`src/rtl/fft_pkg.sv`:
```
// Shared types and constants for the FFT frame scheduler.
package fft_pkg;

    // Samples per FFT frame and the width of a peak bucket index.
    localparam int FRAME_LEN = 4096;
    localparam int BUCKET_W  = 11;

    // Scheduler states: waiting for a tick, streaming the frame into the FFT,
    // waiting for the last magnitude, waiting for the peak search.
    typedef enum logic [1:0] {
        IDLE,
        SEND,
        WAIT_MAG,
        SEARCH
    } sched_state_t;

    // Counter width able to hold values 0..limit-1 (never less than one bit).
    function automatic int cnt_width(input int limit);
        return (limit > 1) ? $clog2(limit) : 1;
    endfunction

endpackage

```
`src/rtl/cycle_timer.sv`:
```
// Free-running cycle counter that wraps at LIMIT-1 and flags that cycle.
// Used both as the frame tick generator and as the per-state timeout.
module cycle_timer
    import fft_pkg::*;
#(
    parameter int LIMIT = 16
) (
    input  logic clk,
    input  logic rst,
    input  logic clear,
    output logic expired
);

    localparam int           W    = cnt_width(LIMIT);
    localparam logic [W-1:0] LAST = W'(LIMIT - 1);
    localparam logic [W-1:0] ONE  = W'(1);

    logic [W-1:0] count_reg;

    // Count 0..LIMIT-1 and wrap; clear restarts the count from zero.
    always_ff @(posedge clk or posedge rst) begin
        if (rst) begin
            count_reg <= '0;
        end else if (clear || (count_reg == LAST)) begin
            count_reg <= '0;
        end else begin
            count_reg <= count_reg + ONE;
        end
    end

    assign expired = (count_reg == LAST);

endmodule

```
`src/rtl/fft_frame_scheduler.sv`:
```
// Schedules periodic FFT frames: waits for a full sample buffer and a tick,
// starts the BRAM reader, follows the FFT handshakes, launches the peak
// search and publishes the resulting peak. Tracks aborts, timeouts and
// ticks dropped while a frame is still in flight.
module fft_frame_scheduler #(
    parameter int PERIOD_CYCLES  = 1_733_333,
    parameter int FRAME_LEN      = fft_pkg::FRAME_LEN,
    parameter int TIMEOUT_CYCLES = 2_000_000
) (
    input  logic                         clk_104mhz,
    input  logic                         reset,
    input  logic                         enable,
    input  logic                         sample_done,
    output logic                         frame_start,
    input  logic                         frame_tvalid,
    input  logic                         frame_tready,
    input  logic                         frame_tlast,
    input  logic                         last_missing,
    input  logic                         mag_tvalid,
    input  logic                         mag_tlast,
    output logic                         search_start,
    input  logic                         search_done,
    input  logic [fft_pkg::BUCKET_W-1:0] peak_in,
    output logic [fft_pkg::BUCKET_W-1:0] peak_out,
    output logic                         peak_valid,
    output logic                         busy,
    output logic                         err_abort,
    output logic                         err_timeout,
    output logic [7:0]                   overrun_count
);

    import fft_pkg::*;

    // Fill and beat counters share a width that can hold FRAME_LEN itself.
    localparam int                FILL_W    = cnt_width(FRAME_LEN + 1);
    localparam logic [FILL_W-1:0] FILL_FULL = FILL_W'(FRAME_LEN);
    localparam logic [FILL_W-1:0] LAST_BEAT = FILL_W'(FRAME_LEN - 1);
    localparam logic [FILL_W-1:0] ONE_F     = FILL_W'(1);

    sched_state_t      state_reg, state_next;
    logic [FILL_W-1:0] fill_reg;
    logic [FILL_W-1:0] beat_reg;
    logic              tick, timeout, timer_clear;
    logic              fill_full, beat;
    logic              frame_start_next, search_start_next;
    logic              peak_load, abort_set, timeout_set;

    assign fill_full = (fill_reg == FILL_FULL);
    assign beat      = frame_tvalid && frame_tready;
    assign busy      = (state_reg != IDLE);

    // The timeout count restarts on every state change and idles at zero.
    assign timer_clear = (state_reg == IDLE) || (state_next != state_reg);

    cycle_timer #(.LIMIT(PERIOD_CYCLES)) u_tick_timer (
        .clk     (clk_104mhz),
        .rst     (reset),
        .clear   (1'b0),
        .expired (tick)
    );

    cycle_timer #(.LIMIT(TIMEOUT_CYCLES)) u_timeout_timer (
        .clk     (clk_104mhz),
        .rst     (reset),
        .clear   (timer_clear),
        .expired (timeout)
    );

    // Next state and one-cycle events; completing events beat the timeout.
    always_comb begin
        state_next        = state_reg;
        frame_start_next  = 1'b0;
        search_start_next = 1'b0;
        peak_load         = 1'b0;
        abort_set         = 1'b0;
        timeout_set       = 1'b0;
        case (state_reg)
            IDLE: begin
                if (tick && enable && fill_full) begin
                    state_next       = SEND;
                    frame_start_next = 1'b1;
                end
            end
            SEND: begin
                if (last_missing || (beat && frame_tlast && (beat_reg != LAST_BEAT))) begin
                    state_next = IDLE;
                    abort_set  = 1'b1;
                end else if (beat && frame_tlast) begin
                    state_next = WAIT_MAG;
                end else if (timeout) begin
                    state_next  = IDLE;
                    timeout_set = 1'b1;
                end
            end
            WAIT_MAG: begin
                if (mag_tvalid && mag_tlast) begin
                    state_next        = SEARCH;
                    search_start_next = 1'b1;
                end else if (timeout) begin
                    state_next  = IDLE;
                    timeout_set = 1'b1;
                end
            end
            SEARCH: begin
                if (search_done) begin
                    state_next = IDLE;
                    peak_load  = 1'b1;
                end else if (timeout) begin
                    state_next  = IDLE;
                    timeout_set = 1'b1;
                end
            end
            default: state_next = IDLE;
        endcase
    end

    // State register.
    always_ff @(posedge clk_104mhz or posedge reset) begin
        if (reset) begin
            state_reg <= IDLE;
        end else begin
            state_reg <= state_next;
        end
    end

    // Registered start/valid pulses and the published peak.
    always_ff @(posedge clk_104mhz or posedge reset) begin
        if (reset) begin
            frame_start  <= 1'b0;
            search_start <= 1'b0;
            peak_valid   <= 1'b0;
            peak_out     <= '0;
        end else begin
            frame_start  <= frame_start_next;
            search_start <= search_start_next;
            peak_valid   <= peak_load;
            if (peak_load) begin
                peak_out <= peak_in;
            end
        end
    end

    // Sticky error flags and the saturating count of ticks lost while busy.
    always_ff @(posedge clk_104mhz or posedge reset) begin
        if (reset) begin
            err_abort     <= 1'b0;
            err_timeout   <= 1'b0;
            overrun_count <= '0;
        end else begin
            err_abort   <= err_abort | abort_set;
            err_timeout <= err_timeout | timeout_set;
            if (tick && busy && (overrun_count != 8'hFF)) begin
                overrun_count <= overrun_count + 8'd1;
            end
        end
    end

    // Buffer fill level; saturates at a full frame and stays there.
    always_ff @(posedge clk_104mhz or posedge reset) begin
        if (reset) begin
            fill_reg <= '0;
        end else if (sample_done && !fill_full) begin
            fill_reg <= fill_reg + ONE_F;
        end
    end

    // Beats accepted by the FFT in the current frame; zero outside SEND.
    always_ff @(posedge clk_104mhz or posedge reset) begin
        if (reset) begin
            beat_reg <= '0;
        end else if (state_reg != SEND) begin
            beat_reg <= '0;
        end else if (beat && (beat_reg != FILL_FULL)) begin
            beat_reg <= beat_reg + ONE_F;
        end
    end

endmodule

```
`config.mk`:
```
export PLATFORM = sky130hd
export DESIGN_NAME = fft_frame_scheduler
export DESIGN_NICKNAME = d
export VERILOG_FILES = /design/src/rtl/fft_pkg.sv /design/src/rtl/cycle_timer.sv /design/src/rtl/fft_frame_scheduler.sv
export SDC_FILE = /design/constraint.sdc
export NUM_CORES = 1
export LEC_CHECK = 0
export CELL_PAD_IN_SITES_DETAIL_PLACEMENT = 2
export CELL_PAD_IN_SITES_GLOBAL_PLACEMENT = 2
export CORE_ASPECT_RATIO = 1.25
export CORE_UTILIZATION = 37
export CTS_CLUSTER_SIZE = 12
export DETAILED_ROUTE_END_ITERATION = 6
export PLACE_DENSITY = 0.79
export SLEW_MARGIN = 20
export SYNTH_ARGS = -nofsm -noshare
export SYNTH_HDL_FRONTEND = slang
export SYNTH_SLANG_ARGS = --single-unit
```
`constraint.sdc`:
```
create_clock -name clk_104mhz -period 3.5 [get_ports clk_104mhz]
set_input_delay 0.7 -clock clk_104mhz [delete_from_list [all_inputs] [get_ports clk_104mhz]]
set_output_delay 0.7 -clock clk_104mhz [all_outputs]
set_load 0.02 [all_outputs]
```
# After elaboration in Yosys (flattened, before gate mapping)
# Index checks and enable logic that the tools add are counted.
# classes
addsub	5
eq_ne	11
n_mux	25
bitwise	2
reduce_logical	17
# op_table
operator	count
21-bit by 1-bit adder with 21-bit output, second input constant	2
21-bit equality test, second input constant	2
21-bit two-way mux	2
13-bit by 1-bit adder with 13-bit output, second input constant	2
13-bit two-way mux	2
13-bit equality test, second input constant	1
1-bit two-way mux	13
13-bit by 12-bit != test with 1-bit output, second input constant	1
13-bit != test, second input constant	1
2-bit two-way mux	6
1-bit logical AND	10
8-bit by 1-bit adder with 8-bit output, second input constant	1
8-bit != test, second input constant	1
2-bit one-hot mux with 4 select lines	1
2-bit equality test, second input constant	2
2-bit nonzero test	2
1-bit logical OR	3
1-bit one-hot mux with 3 select lines	1
2-bit by 1-bit equality test with 1-bit output, second input constant	1
2-bit zero test	1
2-bit by 1-bit != test with 1-bit output, second input constant	1
2-bit != test	1
1-bit bitwise OR	2
1-bit zero test	1
# word_totals
register_bits	94
inputBits	22
output_inout_bits	25

# Longest topological paths before layout
# depth
depth_word	10
depth_mapped	7

# By module
# From an unflattened synthesis, not the netlist that was laid out.
# hier_totals
hier_cells	447
area_unflattened_um2	4654.5
# modules_own_cells
module	n_inst	cells_per_inst	area_each_um2	seq_area_each_um2
fft_frame_scheduler	1	219	2427.3	1301.2
cycle_timer at u_tick_timer	1	113	1113.6	525.5
cycle_timer at u_timeout_timer	1	115	1113.6	525.5

# Worst setup path before layout
# OpenSTA, ideal clock, no wires.
# synth_path
path_type	register to register
startpoint	register u_tick_timer.count_reg[12]
endpoint	register overrun_count[1]
t_arrival_ns	1.593
path_slack_ns	1.780
stages_incl_launch_ff	6
period_less_slack_ns	1.720
cell_sequence	dfrtp_1 -> and3_2 -> and4bb_1 -> nand4_4 -> nor3_2 -> mux2_1
# synth_via
elab_chain_len	3
# synth_rtl
element	line_no	source
start, declared	cycle_timer.sv:18	logic [W-1:0] count_reg;
start signal, assigned	cycle_timer.sv:27	count_reg <= count_reg + ONE;
21-bit equality test	cycle_timer.sv:31	assign expired = (count_reg == LAST);
1-bit logical AND (2 in series)	fft_frame_scheduler.sv:152	if (tick && busy && (overrun_count != 8'hFF)) begin
end signal, assigned	fft_frame_scheduler.sv:153	overrun_count <= overrun_count + 8'd1;
end, declared	fft_frame_scheduler.sv:29	output logic [7:0] overrun_count
# Every way passes these cells.
# A chain may end at the register's enable or synchronous reset.

# Worst setup path after layout
# layout_path
startpoint	register state_reg[1]
endpoint	output busy
# layout_via
elab_chain_len	1
# layout_rtl
element	line_no	source
start, declared	fft_frame_scheduler.sv:40	sched_state_t state_reg, state_next;
start signal, assigned	fft_frame_scheduler.sv:122	state_reg <= state_next;
2-bit nonzero test	fft_frame_scheduler.sv:50	assign busy = (state_reg != IDLE);
end, declared	fft_frame_scheduler.sv:26	output logic busy,
# Every way passes these cells.

==> run_results.csv <==
group,metric,value,unit
synth,syn_avg_cell_area,10.5,um2
synth,synthArstFlopShare,100,%
clock_tree,hold_buffers,0,
timing,period_share,70.1,%
pwr,powerDensity,412,nW/um2
status,outcome,"finished, final reports clean",
timing,finalSetupViolations,0,
floorplanning,rows,44,
global_route,grt_usage,20.5,%
placed_design,port_buffers,46,
pwr,power.share.sequential,53.3,%
finish,multi_input_area,2040,um2
global_route,grt_pass1_vias,3970,
pwr,p_leak,2.21,nW
pwr,p_clk_share,39.9,%
clock_tree,cts_tree,"built",
worst_setup_path,slowest_stage,"clkdlybuf4s50_1",
timing,drv_slew,0,
clock_tree,clk_latency,0.34,ns
timing,slew_headroom,44.1,%
pwr,internal_power,1.70,mW
synth,synth_cell_types,43,
finish,n_fill_cell,1230,
finish,area_growth,20.5,%
synth,yosysSeqAreaShare,52.4,%
synth,synth_edf_count,0,
global_route,grt-ovfl-total,0,
timing,min_period,2.45,ns
worst_setup_path,worstSetupEndpointType,"output port",
global_route,grt_pass1_wl,20000,um
floorplanning,dieArea,12600,um2
placed_design,place_congestion,0.736,
clock_tree,cts_setup_buffers,0,
finish,drive_above_1_share,7.64,%
pwr,switchingPower,0.529,mW
floorplanning,core,11700,um2
synth,syn_nets,459,
detailed_routing,via_per_inst,5.29,
global_route,antenna_found_initial,0,
clock_tree,cts_htree_levels,3,
synth,synth_flop_cell,"dfrtp_1",
job,cap_viol_max_count,0,
worst_hold_path,hp-start,"fill_reg[12]$_DFFE_PP0P_",
placed_design,hpwl,8070,um
clock_tree,clockBufferDepth,2,
synth,synth-seq-cells,94,
placed_design,place_ws,0.937,ns
worst_hold_path,hp-class,"reg -> reg",
timing,rsz0062_at_grt,"no",
worst_setup_path,critPathTopFamily,"buffers and inverters",
detailed_routing,wl_per_cell,18.5,um
timing,fmax,408,MHz
detailed_routing,routed_wl,11900,um
worst_setup_path,max_stage_delay,0.55,ns
timing,finalHoldViolCount,0,
worst_setup_path,startpoint,"state_reg[1]$_DFF_PP0_",
worst_setup_path,startpoint_type,"flop",
pwr,sw_frac_of_total,23.7,%
timing,layout_setup_ws,1.05,ns
floorplanning,io_pins,47,
detailed_routing,vias,3415,
clock_tree,cts_made_buffers,9,
detailed_routing,first_iter_violations,75,
synth,syn-cell-area,4490,um2
global_route,grt_util_met1,24.2,%
pwr,combPwrFrac,6.8,%
worst_setup_path,r2r-start,"state_reg[1]$_DFF_PP0_",
worst_setup_path,critPathRequiredTime,2.80,ns
pwr,ir_drop,0.268,mV
worst_setup_path,critPathArrivalTime,1.75,ns
timing,fin_skew,0.00453,ns
floorplanning,initial_core_util,38.3,%
pwr,total_power,2.23,mW
clock_tree,clkTransAtPathRegs,0.06,ns
global_route,use_met2,37.3,%
finish,diodes,0,
clock_tree,cts_num_sinks,94,
floorplanning,die_h,125,um
finish,nNetsFinal,511,
detailed_routing,drc,0,
worst_setup_path,cp_max_fo,9,
detailed_routing,ant_nets,0,
timing,finalSetupTns,0,ns
global_route,grt_max_degree,52,
timing,tightest_slew,0.830,ns
global_route,grt_use_met3,2.18,%
clock_tree,cts-root-buf,"clkbuf_16",
global_route,top_usage_layer,"met2",
finish,seq_area,2350,um2
synth,ys_warn_count,0,
synth,syn_inst,429,
worst_setup_path,critPathBufInv,2,
clock_tree,cts-resized-gates,0,
worst_setup_path,cp_cell_sequence,"nor2_1, inv_2, clkdlybuf4s50_1",
worst_setup_path,crit_type,"reg -> out",
detailed_routing,detailedRoute.firstPassIterationCount,4,
floorplanning,die_width,100,um
-- metal layers --
metal  part of all wire, %  vias to the layer above
met5                     0                        -
met4                   2.3                        0
met3                   1.6                       23
met2                    54                       40
met1                    42                     1773
li1                      -                     1579
-- layout make-up --
type	count	share of cell area [%]
multi-input cells	311	37.8
well taps	161	3.73
clock inverters	2	0.185
repair buffers	48	9.02
flip-flops and latches	94	43.5
clock buffers	12	4.56
inverters	17	1.20
-- per-stage QoR --
step | cells | util [%] | cell area, um2 | hold slack (ns)
2_1_floorplan | 429 | - | 4490 | 0.438
3_3_place_gp | 631 | 43.9 | 5150 | 0.453
3_5_place_dp | 631 | 43.9 | 5150 | 0.464
4_1_cts | 645 | 46.1 | 5410 | 0.474
5_1_grt | 645 | 46.1 | 5410 | 0.485
6_report | 645 | 46.1 | 5410 | 0.473
-- worst reg2reg max path, delay by kind of cell, from the launching register on --
family             cells  cell delay, ns
AOI/OAI and AO/OA      1            0.47
DFF                    1            0.46
and+or+nand+nor        3            1.27
-- power groups by stage --
stage	sequential, mW	clock [mW]	combinational, mW
floorplan	1.19	0	0.0949
finish	1.19	0.889	0.151
global placement	1.20	0	0.146
global route	1.19	0.947	0.175
detailed placement	1.20	0	0.154
CTS	1.19	0.916	0.156
-- placed cells by master (no fill, tap or decap), drive strengths merged --
cell / netlist / layout
and3: 6 / 6
nand2: 37 / 37
a31oi: 2 / 2
and4: 4 / 4
nand2b: 3 / 3
clkbuf: 6 / 12
o21bai: 1 / 1
nor2: 64 / 64
a311o: 1 / 1
nand3: 31 / 31
nor4: 15 / 15
clkinv: 0 / 3
nand4: 18 / 18
buf: 1 / 2
o32a: 1 / 1
nand3b: 2 / 2
nor4bb: 2 / 2
clkdlybuf4s50: 0 / 46
xor2: 28 / 28
and4bb: 2 / 2
mux2: 14 / 14
nor2b: 1 / 1
o31ai: 1 / 1
ha: 8 / 8
or3: 2 / 2
a21oi: 3 / 3
nand4b: 3 / 3
and2: 2 / 2
inv: 17 / 16
o21ai: 4 / 4
xnor2: 36 / 36
nor3: 11 / 11
a21o: 1 / 1
o32ai: 1 / 1
nor4b: 7 / 7
dfrtp: 94 / 94
-- path summary, 6_finish.rpt --
path	cells past startpoint	slack, ns	end
min in group asynchronous	2	0.81	u_tick_timer.count_reg[16]$_DFF_PP0_
min	1	0.47	fill_reg[12]$_DFFE_PP0P_
max in group asynchronous	3	1.95	beat_reg[7]$_DFFE_PP0P_
min reg2reg	1	0.47	fill_reg[12]$_DFFE_PP0P_
max reg2reg	4	1.22	u_timeout_timer.count_reg[2]$_DFF_PP0_
max	3	1.05	busy
-- cell usage after synthesis (2+ instances only) --
cell / instances / area [um2]
nor4b_1: 6 / 52.6
xor2_1: 28 / 245
nand4b_1: 3 / 26.3
nor2_1: 64 / 240
and3_1: 5 / 31.3
and4_1: 4 / 35.0
nand3_1: 31 / 155
nand3b_1: 2 / 15.0
dfrtp_1: 94 / 2350
nor4bb_1: 2 / 20.0
xnor2_1: 36 / 315
o21ai_1: 4 / 20.0
and2_1: 2 / 12.5
nor4_1: 12 / 75.1
inv_1: 16 / 60.1
nand2_1: 37 / 139
nor3_1: 10 / 50.1
or3_1: 2 / 12.5
nand2b_1: 3 / 18.8
mux2_2: 12 / 135
nor4_2: 3 / 37.5
a21oi_1: 3 / 15.0
mux2_1: 2 / 22.5
nand4_1: 17 / 106
clkbuf_1: 6 / 22.5
ha_1: 8 / 100
-- kinds of logic after synthesis --
| group | after synthesis | synth area share (%) |
|---|---|---|
| buffers and inverters | 24 | 2.01 |
| flip-flops | 94 | 52.4 |
| AO/OA/AOI/OAI | 15 | 2.34 |
| multiplexers | 14 | 3.51 |
| adder cells (fa/ha/maj) | 8 | 2.23 |
| XOR/XNOR | 64 | 12.5 |
| AND/OR/NAND/NOR | 210 | 25.0 |
No activity file was read; power rests on OpenSTA's default activity.
